$ cat src/rtl/flash_rd_ctrl.sv
// flash_rd_ctrl: single-byte read controller for an asynchronous parallel flash.
// A request in IDLE latches the address and holds chip/output enable low for
// WAIT_CYC clocks. The flash data bus is then sampled into o_rdata, with a
// one-cycle o_valid pulse.
// Optional build macro FLASH_RD_CACHE_EN adds a one-entry read cache. A hit
// returns data one cycle after acceptance and does not touch the flash.
module flash_rd_ctrl #(
  parameter int unsigned WAIT_CYC = 7
) (
  input  logic        i_clk,
  input  logic        i_rst_n,
  input  logic        i_req,
  input  logic [22:0] i_addr,
  output logic        o_busy,
  output logic        o_valid,
  output logic [7:0]  o_rdata,
  output logic [22:0] o_flash_addr,
  input  logic [7:0]  i_flash_q,
  output logic        o_flash_ce_n,
  output logic        o_flash_oe_n
);

  typedef enum logic {
    ST_IDLE,
    ST_WAIT
  } state_t;

  localparam logic [3:0] CNT_INIT = 4'(WAIT_CYC - 1);

  state_t      r_state;
  state_t      w_state_nxt;
  logic [3:0]  r_cnt;
  logic        r_valid;
  logic [7:0]  r_rdata;
  logic [22:0] r_flash_addr;

  logic        w_hit;
  logic [7:0]  w_hit_data;
  logic        w_accept;
  logic        w_done;

`ifdef FLASH_RD_CACHE_EN
  logic [22:0] r_cache_tag;
  logic [7:0]  r_cache_data;
  logic        r_cache_vld;

  assign w_hit      = (r_state == ST_IDLE) && i_req && r_cache_vld && (i_addr == r_cache_tag);
  assign w_hit_data = r_cache_data;

  // Cache entry follows every flash capture; reset invalidates it
  always_ff @(posedge i_clk or negedge i_rst_n) begin
    if (!i_rst_n) begin
      r_cache_vld  <= 1'b0;
      r_cache_tag  <= '0;
      r_cache_data <= '0;
    end else if (w_done) begin
      r_cache_vld  <= 1'b1;
      r_cache_tag  <= r_flash_addr;
      r_cache_data <= i_flash_q;
    end
  end
`else
  assign w_hit      = 1'b0;
  assign w_hit_data = '0;
`endif

  // A cache hit is served from IDLE, so it must not start a flash access
  assign w_accept = (r_state == ST_IDLE) && i_req && !w_hit;
  assign w_done   = (r_state == ST_WAIT) && (r_cnt == '0);

  // State register
  always_ff @(posedge i_clk or negedge i_rst_n) begin
    if (!i_rst_n) begin
      r_state <= ST_IDLE;
    end else begin
      r_state <= w_state_nxt;
    end
  end

  // Next-state logic
  always_comb begin
    w_state_nxt = r_state;
    case (r_state)
      ST_IDLE: if (w_accept) w_state_nxt = ST_WAIT;
      ST_WAIT: if (w_done)   w_state_nxt = ST_IDLE;
      default: w_state_nxt = ST_IDLE;
    endcase
  end

  // Flash strobes and busy decode directly from state
  always_comb begin
    o_busy       = 1'b0;
    o_flash_ce_n = 1'b1;
    o_flash_oe_n = 1'b1;
    if (r_state == ST_WAIT) begin
      o_busy       = 1'b1;
      o_flash_ce_n = 1'b0;
      o_flash_oe_n = 1'b0;
    end
  end

  // Datapath: address latch, access-time counter, read data and valid pulse
  always_ff @(posedge i_clk or negedge i_rst_n) begin
    if (!i_rst_n) begin
      r_cnt        <= '0;
      r_flash_addr <= '0;
      r_rdata      <= '0;
      r_valid      <= 1'b0;
    end else begin
      r_valid <= w_done || w_hit;
      if (w_accept) begin
        r_flash_addr <= i_addr;
        r_cnt        <= CNT_INIT;
      end else if ((r_state == ST_WAIT) && (r_cnt != '0)) begin
        r_cnt <= r_cnt - 4'd1;
      end
      if (w_done) begin
        r_rdata <= i_flash_q;
      end else if (w_hit) begin
        r_rdata <= w_hit_data;
      end
    end
  end

  assign o_valid      = r_valid;
  assign o_rdata      = r_rdata;
  assign o_flash_addr = r_flash_addr;

endmodule

$ cat config.mk
export PLATFORM = sky130hd
export DESIGN_NAME = flash_rd_ctrl
export DESIGN_NICKNAME = d
export VERILOG_FILES = /design/src/rtl/flash_rd_ctrl.sv
export SDC_FILE = /design/constraint.sdc
export NUM_CORES = 1
export LEC_CHECK = 0
export CAP_MARGIN = 30
export CELL_PAD_IN_SITES_DETAIL_PLACEMENT = 0
export CELL_PAD_IN_SITES_GLOBAL_PLACEMENT = 1
export CORE_UTILIZATION = 25
export CTS_CLUSTER_SIZE = 12
export DETAILED_ROUTE_END_ITERATION = 12
export GPL_TIMING_DRIVEN = 0
export PLACE_DENSITY = 0.64
export SYNTH_ARGS = -nofsm -noshare
export SYNTH_HDL_FRONTEND = slang
export SYNTH_SLANG_ARGS = --single-unit
$ cat constraint.sdc
create_clock -name i_clk -period 1.75 [get_ports i_clk]
set_clock_uncertainty 0.15 [all_clocks]
set_input_delay 0.2625 -clock i_clk [delete_from_list [all_inputs] [get_ports i_clk]]
set_output_delay 0.2625 -clock i_clk [all_outputs]
set_load 0.01 [all_outputs]
Word-level counts from Yosys, hierarchy flattened
Cells that the tools add are included.
{"block": "word_totals", "register_bits": 37, "input_bits": 34}
{"block": "op_classes", "bitwise": 1, "addsub": 1, "muxes": 7, "reduce_logical": 6}
{"op": "4-bit two-way mux", "n": 2}
{"op": "4-bit zero test", "n": 1}
{"op": "1-bit two-way mux", "n": 4}
{"op": "4-bit nonzero test", "n": 1}
{"op": "4-bit by 1-bit subtractor with 4-bit output, second input constant", "n": 1}
{"op": "1-bit logical AND", "n": 3}
{"op": "1-bit one-hot mux with 2 select lines", "n": 1}
{"op": "2-bit nonzero test", "n": 1}
{"op": "1-bit inverter", "n": 1}

Depth between registers and ports, before layout
Gate-level depths: netlist of run 1.
{"block": "logic_depth", "depth_word": 4, "mapped_depth": 6, "ltp_nobuf": 5}

Worst setup path before layout of run 1
OpenSTA, ideal clock, no wires.
{"block": "synth_path", "path_kind": "flip-flop to flip-flop", "startpoint": "register r_cnt[0]", "endpoint": "register r_rdata[0] (netlist: o_rdata[0])", "stages_incl_launch_ff": 6, "synth_period_minus_slack_ps": 1574, "setup_slack_ps": 176, "arrival_ps": 1299, "cell_sequence": "dfrtp_1 -> inv_1 -> ha_1 -> and4bb_1 -> buf_6 -> mux2_4"}
{"block": "synth_via", "elab_chain_cells": 2}
{"item": "from (decl)", "line": "32", "rtl": "logic [3:0] r_cnt;"}
{"item": "from (signal assigned)", "line": "115", "rtl": "r_cnt <= r_cnt - 4'd1;"}
{"item": "4-bit zero test", "line": "69", "rtl": "assign w_done = (r_state == ST_WAIT) && (r_cnt == '0);"}
{"item": "1-bit logical AND", "line": "69"}
{"item": "named net w_done", "line": "40", "rtl": "logic w_done;"}
{"item": "to (signal assigned)", "line": "118", "rtl": "r_rdata <= i_flash_q;"}
{"item": "to (signal assigned)", "line": "120", "rtl": "r_rdata <= w_hit_data;"}
{"item": "to (decl)", "line": "34", "rtl": "logic [7:0] r_rdata;"}
The timed path passes the listed nets, and every way through them passes these cells.
A chain may end at the register's enable or synchronous reset.

Final worst setup path of run 1
{"block": "layout_path", "startpoint": "register r_state", "endpoint": "register r_flash_addr[13] (netlist: o_flash_addr[13])"}
{"block": "layout_via", "elab_chain_cells": 2}
{"item": "from (decl)", "line": "30", "rtl": "state_t r_state;"}
{"item": "from (signal assigned)", "line": "76", "rtl": "r_state <= w_state_nxt;"}
{"item": "1-bit inverter", "line": "68", "rtl": "assign w_accept = (r_state == ST_IDLE) && i_req && !w_hit;"}
{"item": "1-bit logical AND", "line": "68"}
{"item": "to (signal assigned)", "line": "112", "rtl": "r_flash_addr <= i_addr;"}
{"item": "to (decl)", "line": "35", "rtl": "logic [22:0] r_flash_addr;"}
Every way passes these cells.

==> summary.md, run 1 <==
| Metric | Value |
|---|---|
| Status | `complete, no violations` |
| Design area | `2510 µm²` |
| GRT met2 Usage | `0.192` |
| Overall routing resource usage | `0.108` |
| P_leak | `1.10 nW` |
| CTS sink count | `37` |
| Hold Path Depth | `1` |
| Setup crit end kind | `flop` |
| First-pass DRT Iterations | `4` |
| CTS clock-pin slew for the worst setup and hold paths | `0.08 ns` |
| Slew Limit Fails | `0` |
| Crit path kind | `reg2reg` |
| Met1 Resource Use GR | `0.118` |
| Final hold vios | `0` |
| Register area share after synthesis | `0.590` |
| IO Port Bufs | `68` |
| Die Span X | `81.3 µm` |
| Longest Clk Path Bufs | `2` |
| Via Count | `1053` |
| Largest net degree at the start of global routing | `38` |
| CTS Buf Count | `5` |
| Minimum clock period after layout | `1.69 ns` |
| Slew @ Worst Pin | `0.836 ns` |
| Total power draw | `4.53 mW` |
| Layout cells sized above 1 | `0.311` |
| Worst VDD drop | `0.705 mV` |
| Synthesized net count | `132` |
| Die area | `6600 µm²` |
| Initial drt markers | `24` |
| Worst skew pair latency | `0.28 ns` |
| Chip Height | `81.3 µm` |
| # H-tree levels | `2` |
| Core Region | `5990 µm²` |
| Largest area contributor in the netlist | `dfrtp_1` |
| Met3 Use GR | `0.0382` |
| Multi-input logic area | `592 µm²` |
| Fin crit share | `0.965` |
| Seq cells post-synth | `37` |
| Routed WL per cell | `14.0 µm` |
| Gr ovfl total | `0` |
| Fmax | `0.592 GHz` |
| Global-route wire length before repair | `5.35 mm` |
| Worst-path fanout max | `10` |
| Hold endpoint | `o_flash_addr[18]` |
| Top-count cell post-synth | `dfrtp_1` |
| Io pins | `69` |
| FF-to-FF Start | `r_state` |
| Layout area overhead | `59.7%` |
| R2R cell count | `6` |
| Worst Min Path Start | `o_flash_addr[18]` |
| Final TNS setup | `0 ns` |
| Starting Density | `0.262` |
| Area contributors post-synth | `dfrtp_1 59%, mux2_4 26%, buf_6 2.9%, mux2_2 2.9%, ha_1 1.6%` |
| Placement Setup Slack | `-0.0758 ns` |
| Rows | `28` |
| WL final | `3.52 mm` |
| TritonCTS clock tree | `built` |
| Distinct cells, synth | `19` |
| Reg-to-reg setup timing slack | `0.06 ns` |
| Post-Synthesis Cells | `96` |
| Root Driver | `clkbuf_8` |
| Hold Slack | `0.361 ns` |
| Commonest cells in the netlist | `37 x dfrtp_1, 27 x mux2_4` |
| Initial antenna violation count | `0` |
| Hold WC Path Type | `reg2reg` |
| DRC viols | `0` |
| FF-to-FF End | `o_flash_addr[13]` |
| ANT nets after route | `0` |
| EDFF count, synth | `0` |
| Placement Cell Area | `2340 µm²` |
| Synthesized area per cell | `16.4 µm²` |
| DR vias/cell | `4.18` |
| Register area | `927 µm²` |
| Synth Flop Type | `dfrtp_1` |
| Final setup viols | `0` |
| Syn. warnings | `0` |
| FFs w/ async S/R, synth | `1.00` |
| Setup crit start kind | `flop` |
| HPWL Detailed | `2.52 mm` |
| Most used routing layer | `met2` |
| Slew headroom | `0.443` |
| Fin nets | `212` |
| Routability congestion estimate | `0.820` |
| PwrDens | `1810 nW/µm²` |
| Antenna fix cells | `0` |
| Number of max-cap violations | `0` |
| Netlist area before placement | `1570 µm²` |
| Worst setup margin | `0.0607 ns` |
| Number of fill cells | `549` |
| Area share of the largest cell type after synthesis | `0.590` |
| CP Data Arrival Time | `1.71 ns` |
| Number of global-route vias before repair | `1128` |
| CP required | `1.77 ns` |
[per-layer routing]
| metal | up-vias | share of wire |
|---|---|---|
| met2 | 45 | 0.49 |
| li1 | 490 | - |
| met1 | 513 | 0.42 |
| met4 | 0 | 0.0077 |
| met5 | - | 0 |
| met3 | 5 | 0.083 |
[sequential cells by signal, indices dropped and copies added, names as in the netlist]
signal	flops
o_flash_addr	23
o_rdata	8
o_valid	1
r_cnt	4
r_state	1
[stage by stage]
step                utilization  cells
CTS                       0.411    250
global placement          0.391    239
detailed placement        0.391    239
floorplan                     -     96
global route              0.419    252
finish                    0.419    252
[worst max-delay path, stage by stage (launching register included)]
cell	delay, ns
dfrtp_2	0.42
buf_4	0.14
buf_4	0.15
nor2b_2	0.12
buf_6	0.14
buf_8	0.16
mux2_4	0.31
[final cells by class]
class,instances,share of cell area
flip-flops and latches,37,0.370
repair buffers,73,0.288
multi-input cells,50,0.236
well taps,75,0.0374
clock buffers,6,0.0329
plain buffers,5,0.0240
inverters,4,0.00599
clock inverters,2,0.00549
[report_power, final]
group	internal (mW)	switching, mW
Combinational	1.55	0.804
Clock	0.319	0.307
Sequential	1.29	0.253
[cells in the final DEF (no fill, tap or decap), types with 2 or more instances in the layout]
master	netlist	final
buf_4	1	4
buf_6	4	3
buf_8	0	2
clkbuf_8	0	6
clkdlybuf4s50_1	0	64
dfrtp_1	37	36
dlymetal6s2s_1	0	2
inv_1	4	2
inv_2	0	2
mux2_2	4	4
mux2_4	27	27
nor2_1	2	2
nor3_1	2	2
o21ai_0	4	4
[how the worst max path moves through the flow]
| stage | start | endpoint | slack [ns] |
|---|---|---|---|
| 6_report | r_state | o_flash_addr[13] | 0.06 |
| 5_1_grt | r_state | o_flash_addr[18] | -0.001 |
| 4_1_cts | r_state | o_flash_addr[13] | -0.005 |
| 3_5_place_dp | i_req | o_flash_addr[13] | -0.08 |
| 3_3_place_gp | i_rst_n | r_cnt[1] | -0.52 |
| 2_1_floorplan | r_cnt[0] | o_rdata[0] | 0.18 |
[timing repair]
action	CTS	global route
hold buffers	1	0
pin swaps	0	1
gates cloned	0	1
buffers inserted	2	1
hold endpoints to repair	37	0
endpoints found under the setup margin	3	29
resized for setup	3	12
[kinds of logic (layout without fill, tap and decap cells)]
group / Yosys count / in the layout / synth area share
flops: 37 / 37 / 0.590
buf+inv: 9 / 90 / 0.0430
simple gates: 9 / 9 / 0.0327
fa+ha+maj: 2 / 2 / 0.0159
mux: 31 / 31 / 0.287
compound gates: 8 / 8 / 0.0319
No activity file was read; power rests on OpenSTA's default activity.
==> run 2, diff against run 1 <==
Settings changed: REMOVE_ABC_BUFFERS from default to 1.
==> run 2 against run 1 <==
- setup slack improved by 0.019 ns
- sequential cell count did not move
- clock-buffer cell count did not move
- global-route usage rose by 0.35 points
- die area did not move
- critical path depth fell by 3
- via count rose by 1.7%
- first-iteration DRC count fell by 38%
- highest routed layer unchanged
- final cell count fell by 1.6%
- critical endpoint is now o_flash_addr[6]
- clock power fell by 9.3%
- non-clock buffer count fell by 6
==> summary.md, run 2 (synthesis results as in run 1) <==
| Metric | Value |
|---|---|
| Root Driver | `clkbuf_8` |
| FF-to-FF Start | `r_state` |
| Routed WL per cell | `14.6 µm` |
| Global-route wire length before repair | `5.33 mm` |
| # H-tree levels | `2` |
| CTS clock-pin slew for the worst setup and hold paths | `0.07 ns` |
| Worst-path fanout max | `12` |
| Chip Height | `81.3 µm` |
| Final Core Density | `0.408` |
| ANT nets after route | `0` |
| Critical Path Start | `r_state` |
| Max reg flops | `23` |
| Slew @ Worst Pin | `0.849 ns` |
| Overall routing resource usage | `0.111` |
| Final hold vios | `0` |
| Io pins | `69` |
| Slew headroom | `0.434` |
| IO Port Bufs | `68` |
| R2R cell count | `3` |
| Most common cell after layout, fill and taps aside | `clkdlybuf4s50_1` |
| Initial drt markers | `15` |
| Fin crit share | `0.954` |
| CP Data Arrival Time | `1.69 ns` |
| Number of max-cap violations | `0` |
| P_leak | `1.06 nW` |
| Number of fill cells | `546` |
| Layout area overhead | `55.6%` |
| Fmax | `0.599 GHz` |
| Hold WC Path Type | `reg2reg` |
| Hold Slack | `0.360 ns` |
| Minimum clock period after layout | `1.67 ns` |
| Core Region | `5990 µm²` |
| Worst path max stage delay | `0.42 ns` |
| Crit path cell chain | `buf_4 -> nor2b_4 -> mux2_2` |
| Final TNS setup | `0 ns` |
| CP required | `1.77 ns` |
| DRC viols | `0` |
| Via Count | `1071` |
| Clock power frac | `0.129` |
| DR WL met2 | `1.67 mm` |
| First-pass DRT Iterations | `4` |
| FF-to-FF End | `o_flash_addr[6]` |
| Rows | `28` |
| Status | `complete, no violations` |
| Combinational power share | `0.519` |
| Largest net degree at the start of global routing | `38` |
| Routability congestion estimate | `0.717` |
| Total power draw | `4.40 mW` |
| Slowest cell on crit path | `nor2b_4` |
| Initial antenna violation count | `0` |
| CTS sink count | `37` |
| Seq pwr share | `0.352` |
| HPWL Detailed | `2.33 mm` |
| Setup crit start kind | `flop` |
| Worst skew pair latency | `0.29 ns` |
| CTS Buf Count | `5` |
| Final setup viols | `0` |
| Crit path kind | `reg2reg` |
| Sw frac | `0.306` |
| DR vias/cell | `4.32` |
| Worst setup margin | `0.0796 ns` |
| RSZ-0062 raised after global routing | `false` |
| Gr ovfl total | `0` |
| Highest Signal Layer | `met4` |
| WL final | `3.62 mm` |
| Die Span X | `81.3 µm` |
| PwrDens | `1800 nW/µm²` |
| Setup crit end | `o_flash_addr[6]` |
| Int Power | `3.05 mW` |
| Placement Setup Slack | `-0.472 ns` |
| Fin nets | `208` |
| Reg-to-reg setup timing slack | `0.08 ns` |
| Worst VDD drop | `0.857 mV` |
| M1 WL | `1.59 mm` |
| Commonest non-fill, non-tap cells in the layout | `64 x clkdlybuf4s50_1, 36 x dfrtp_1, 27 x mux2_4` |
| TritonCTS clock tree | `built` |
| Layout cells sized above 1 | `0.277` |
| Die area | `6600 µm²` |
| Met3 WL | `295 µm` |
| P_sw | `1.35 mW` |
| Setup crit end kind | `flop` |
| Slew Limit Fails | `0` |
| Number of global-route vias before repair | `1085` |
| Starting Density | `0.262` |
| Antenna fix cells | `0` |
| Longest Clk Path Bufs | `2` |
==> run 2: changes by cell type in the layout (fill, tap and decap cells not counted), sizes merged <==
cell / delta
dlygate4sd2: +1
buf: -6
nor2b: +1
and4bb: +1
dlymetal6s2s: -1
==> run 2: worst max-delay path: cells and delay by family, from the launching register on <==
kind          cells  cell delay (ns)
simple gates      1             0.42
flops             1             0.41
mux               1             0.40
buf+inv           1             0.17
==> run 2: how the worst min path moves through the flow <==
| stage | start | endpoint | slack, ns | cells past startpoint |
|---|---|---|---|---|
| global placement | o_flash_addr[20] | o_flash_addr[20] | 0.34 | 1 |
| detailed placement | i_rst_n | o_flash_addr[14] | 0.26 | 1 |
| global route | o_flash_addr[12] | o_flash_addr[12] | 0.38 | 1 |
| CTS | o_flash_addr[12] | o_flash_addr[12] | 0.37 | 1 |
| floorplan | i_rst_n | o_flash_addr[0] | -0.18 | 0 |
| finish | o_flash_addr[12] | o_flash_addr[12] | 0.36 | 1 |
==> run 2: area by class of cell <==
cell class                      count  area, µm²  share of cell area
Timing Repair Buffer               72        708               0.290
Multi-Input combinational cell     52        617               0.252
Clock inverter                      2       10.0             0.00410
Tap cell                           75       93.8              0.0384
Clock buffer                        6       72.6              0.0297
Inverter                            4       15.0             0.00614
Sequential cell                    37        927               0.379
==> run 2: metal layers <==
metal	vias to the layer above	track usage
met3	8	0.0348
met2	50	0.180
met4	0	0.0482
met5	-	0
met1	529	0.136
li1	484	-
==> run 2: through the flow <==
| stage | instance area [µm²] | cells |
|---|---|---|
| global route | 2440 | 248 |
| floorplan | 1520 | 91 |
| CTS | 2430 | 247 |
| global placement | 2290 | 234 |
| finish | 2440 | 248 |
| detailed placement | 2290 | 234 |
==> run 2: power by group through the flow <==
stage	logic [mW]	clock network (mW)	registers [mW]
after CTS	2.29	0.594	1.55
after floorplan	0.959	0	1.72
after global routing	2.46	0.638	1.60
after global placement	2.16	0	1.54
final	2.28	0.568	1.55
after detailed placement	2.18	0	1.58
==> run 2: what timing repair did <==
item,CTS,global route
cloned,1,1
setup endpoints to repair,37,10
buffers inserted,3,0
resized for setup,6,2
pin swaps,0,1
hold buffers,1,0
endpoints found under the hold margin,37,0
==> run 3, diff against run 2 <==
Clock period 1.75 ns to 2 ns, I/O delays scaled along.
==> run 3 against run 2 <==
- wire length decreased by 8.0%
- register-to-register slack about the same
- utilization decreased by 0.94 points
- first-iteration DRC count increased by 47%
- clock-buffer cell count stayed put
- final cell count fell by 2.0%
- worst hold slack better by 0.0018 ns
- critical path depth unchanged
- global-route usage is 0.71 points lower
- via count down 4.1%
==> summary.md, run 3 (synthesis results as in run 1) <==
| Metric | Value |
|---|---|
| Status | `complete, no violations` |
| Multi-input logic area | `584 µm²` |
| Number of max-cap violations | `0` |
| Global-route wire length before repair | `5.03 mm` |
| Fin nets | `203` |
| Crit path cell chain | `clkdlybuf4s50_1 -> nor2b_4 -> mux2_2` |
| Largest net degree at the start of global routing | `38` |
| Io pins | `69` |
| Gr ovfl total | `0` |
| Setup crit start kind | `input pin` |
| Die Span X | `81.3 µm` |
| CTS sink count | `37` |
| Antenna fix cells | `0` |
| DRC viols | `0` |
| Via Count | `1027` |
| Layout cells sized above 1 | `0.244` |
| Overall routing resource usage | `0.104` |
| Chip Height | `81.3 µm` |
| CTS Buf Count | `5` |
| Number of global-route vias before repair | `1039` |
| Setup crit end kind | `flop` |
| Final setup viols | `0` |
| Placement Cell Area | `2290 µm²` |
| Register area | `926 µm²` |
| CTS clock-pin slew for the worst setup and hold paths | `0.07 ns` |
| P_leak | `1.03 nW` |
| HPWL Detailed | `2.33 mm` |
| CP Data Arrival Time | `1.95 ns` |
| WP buf/inv | `1` |
| Rows | `28` |
| Layout area overhead | `52.0%` |
| Number of fill cells | `544` |
| Initial drt markers | `22` |
| Design area | `2390 µm²` |
| Longest Clk Path Bufs | `2` |
| Fin crit share | `0.966` |
| WL final | `3.33 mm` |
| Worst setup margin | `0.0678 ns` |
| Setup bufs post-CTS | `0` |
| Commonest non-fill, non-tap cells in the layout | `67 x clkdlybuf4s50_1, 37 x dfrtp_1, 27 x mux2_4` |
| Starting Density | `0.262` |
| Slew Limit Fails | `0` |
| Routability congestion estimate | `0.717` |
| DR vias/cell | `4.23` |
| Final hold vios | `0` |
| Fmax | `0.518 GHz` |
| Placement Setup Slack | `-0.259 ns` |
| Crit path kind | `in2reg` |
| Layout Cells excl Fill | `243` |
| Worst VDD drop | `0.737 mV` |
| Worst path max stage delay | `0.74 ns` |
| Die area | `6600 µm²` |
| CP required | `2.02 ns` |
| Slew @ Worst Pin | `0.886 ns` |
| Most common cell after layout, fill and taps aside | `clkdlybuf4s50_1` |
| Max reg flops | `23` |
| Slew headroom | `0.408` |
| First-pass DRT Iterations | `4` |
| Hold WC Path Type | `reg2reg` |
| Routed WL per cell | `13.7 µm` |
| Core Region | `5990 µm²` |
| Final TNS setup | `0 ns` |
| PwrDens | `1570 nW/µm²` |
| ANT nets after route | `0` |
| IO Port Bufs | `68` |
| Minimum clock period after layout | `1.93 ns` |
| Slowest cell on crit path | `nor2b_4` |
| Placed cells | `234` |
| # H-tree levels | `2` |
| Top delay family on crit path | `simple AND/OR/NAND/NOR gates` |
| Worst skew pair latency | `0.28 ns` |
| RSZ-0062 raised after global routing | `true` |
| Root Driver | `clkbuf_8` |
| Hold Slack | `0.362 ns` |
| TritonCTS clock tree | `built` |
| Worst-path fanout max | `24` |
| Initial antenna violation count | `0` |
## run 3: timing repair
action                                 CTS  global route
endpoints found under the hold margin   37             0
setup endpoints to repair                0            13
resized for setup                        0             1
hold buffers                             1             0
## run 3: final cells by class
class,count,share of cell area
clock buffer,6,0.0304
clock inverter,2,0.00419
inverter,4,0.00629
multi-input combinational,50,0.245
sequential,37,0.388
tap,75,0.0393
timing repair buffer,69,0.287
## run 3: worst paths after layout
kind / from / end / slack [ns] / depth (start not counted)
max in group asynchronous: i_rst_n / o_rdata[1] / 0.68 / 2
worst max-delay path: i_req / o_flash_addr[6] / 0.07 / 3
worst min-delay path: o_flash_addr[12] / o_flash_addr[12] / 0.36 / 1
worst min register to register: o_flash_addr[12] / o_flash_addr[12] / 0.36 / 1
worst max register to register: r_state / o_flash_addr[6] / 0.09 / 2
min in group asynchronous: i_rst_n / o_flash_addr[1] / 0.51 / 2
## run 3: power by group
group          internal (mW)  switching, mW  leakage, nW
registers               1.13          0.234        0.441
logic                   1.25          0.643        0.545
clock network          0.241          0.254       0.0450
## run 3: stage by stage
stage | util | power, mW
global placement | 0.383 | 3.24
global route | 0.398 | 4.01
finish | 0.398 | 3.76
CTS | 0.398 | 3.82
floorplan | - | 2.35
detailed placement | 0.383 | 3.29
## run 3: routing by layer
layer	vias up	wire length, µm	global-route usage
met4	0	61	0.0482
met5	-	0	0
met2	50	1520	0.166
met1	500	1470	0.125
met3	8	283	0.0371
li1	469	-	-
## run 3: worst reg2reg max path: stages, from the launching register on
cell and delay (ns):
dfrtp_1 0.48, nor2b_4 0.74, mux2_2 0.43
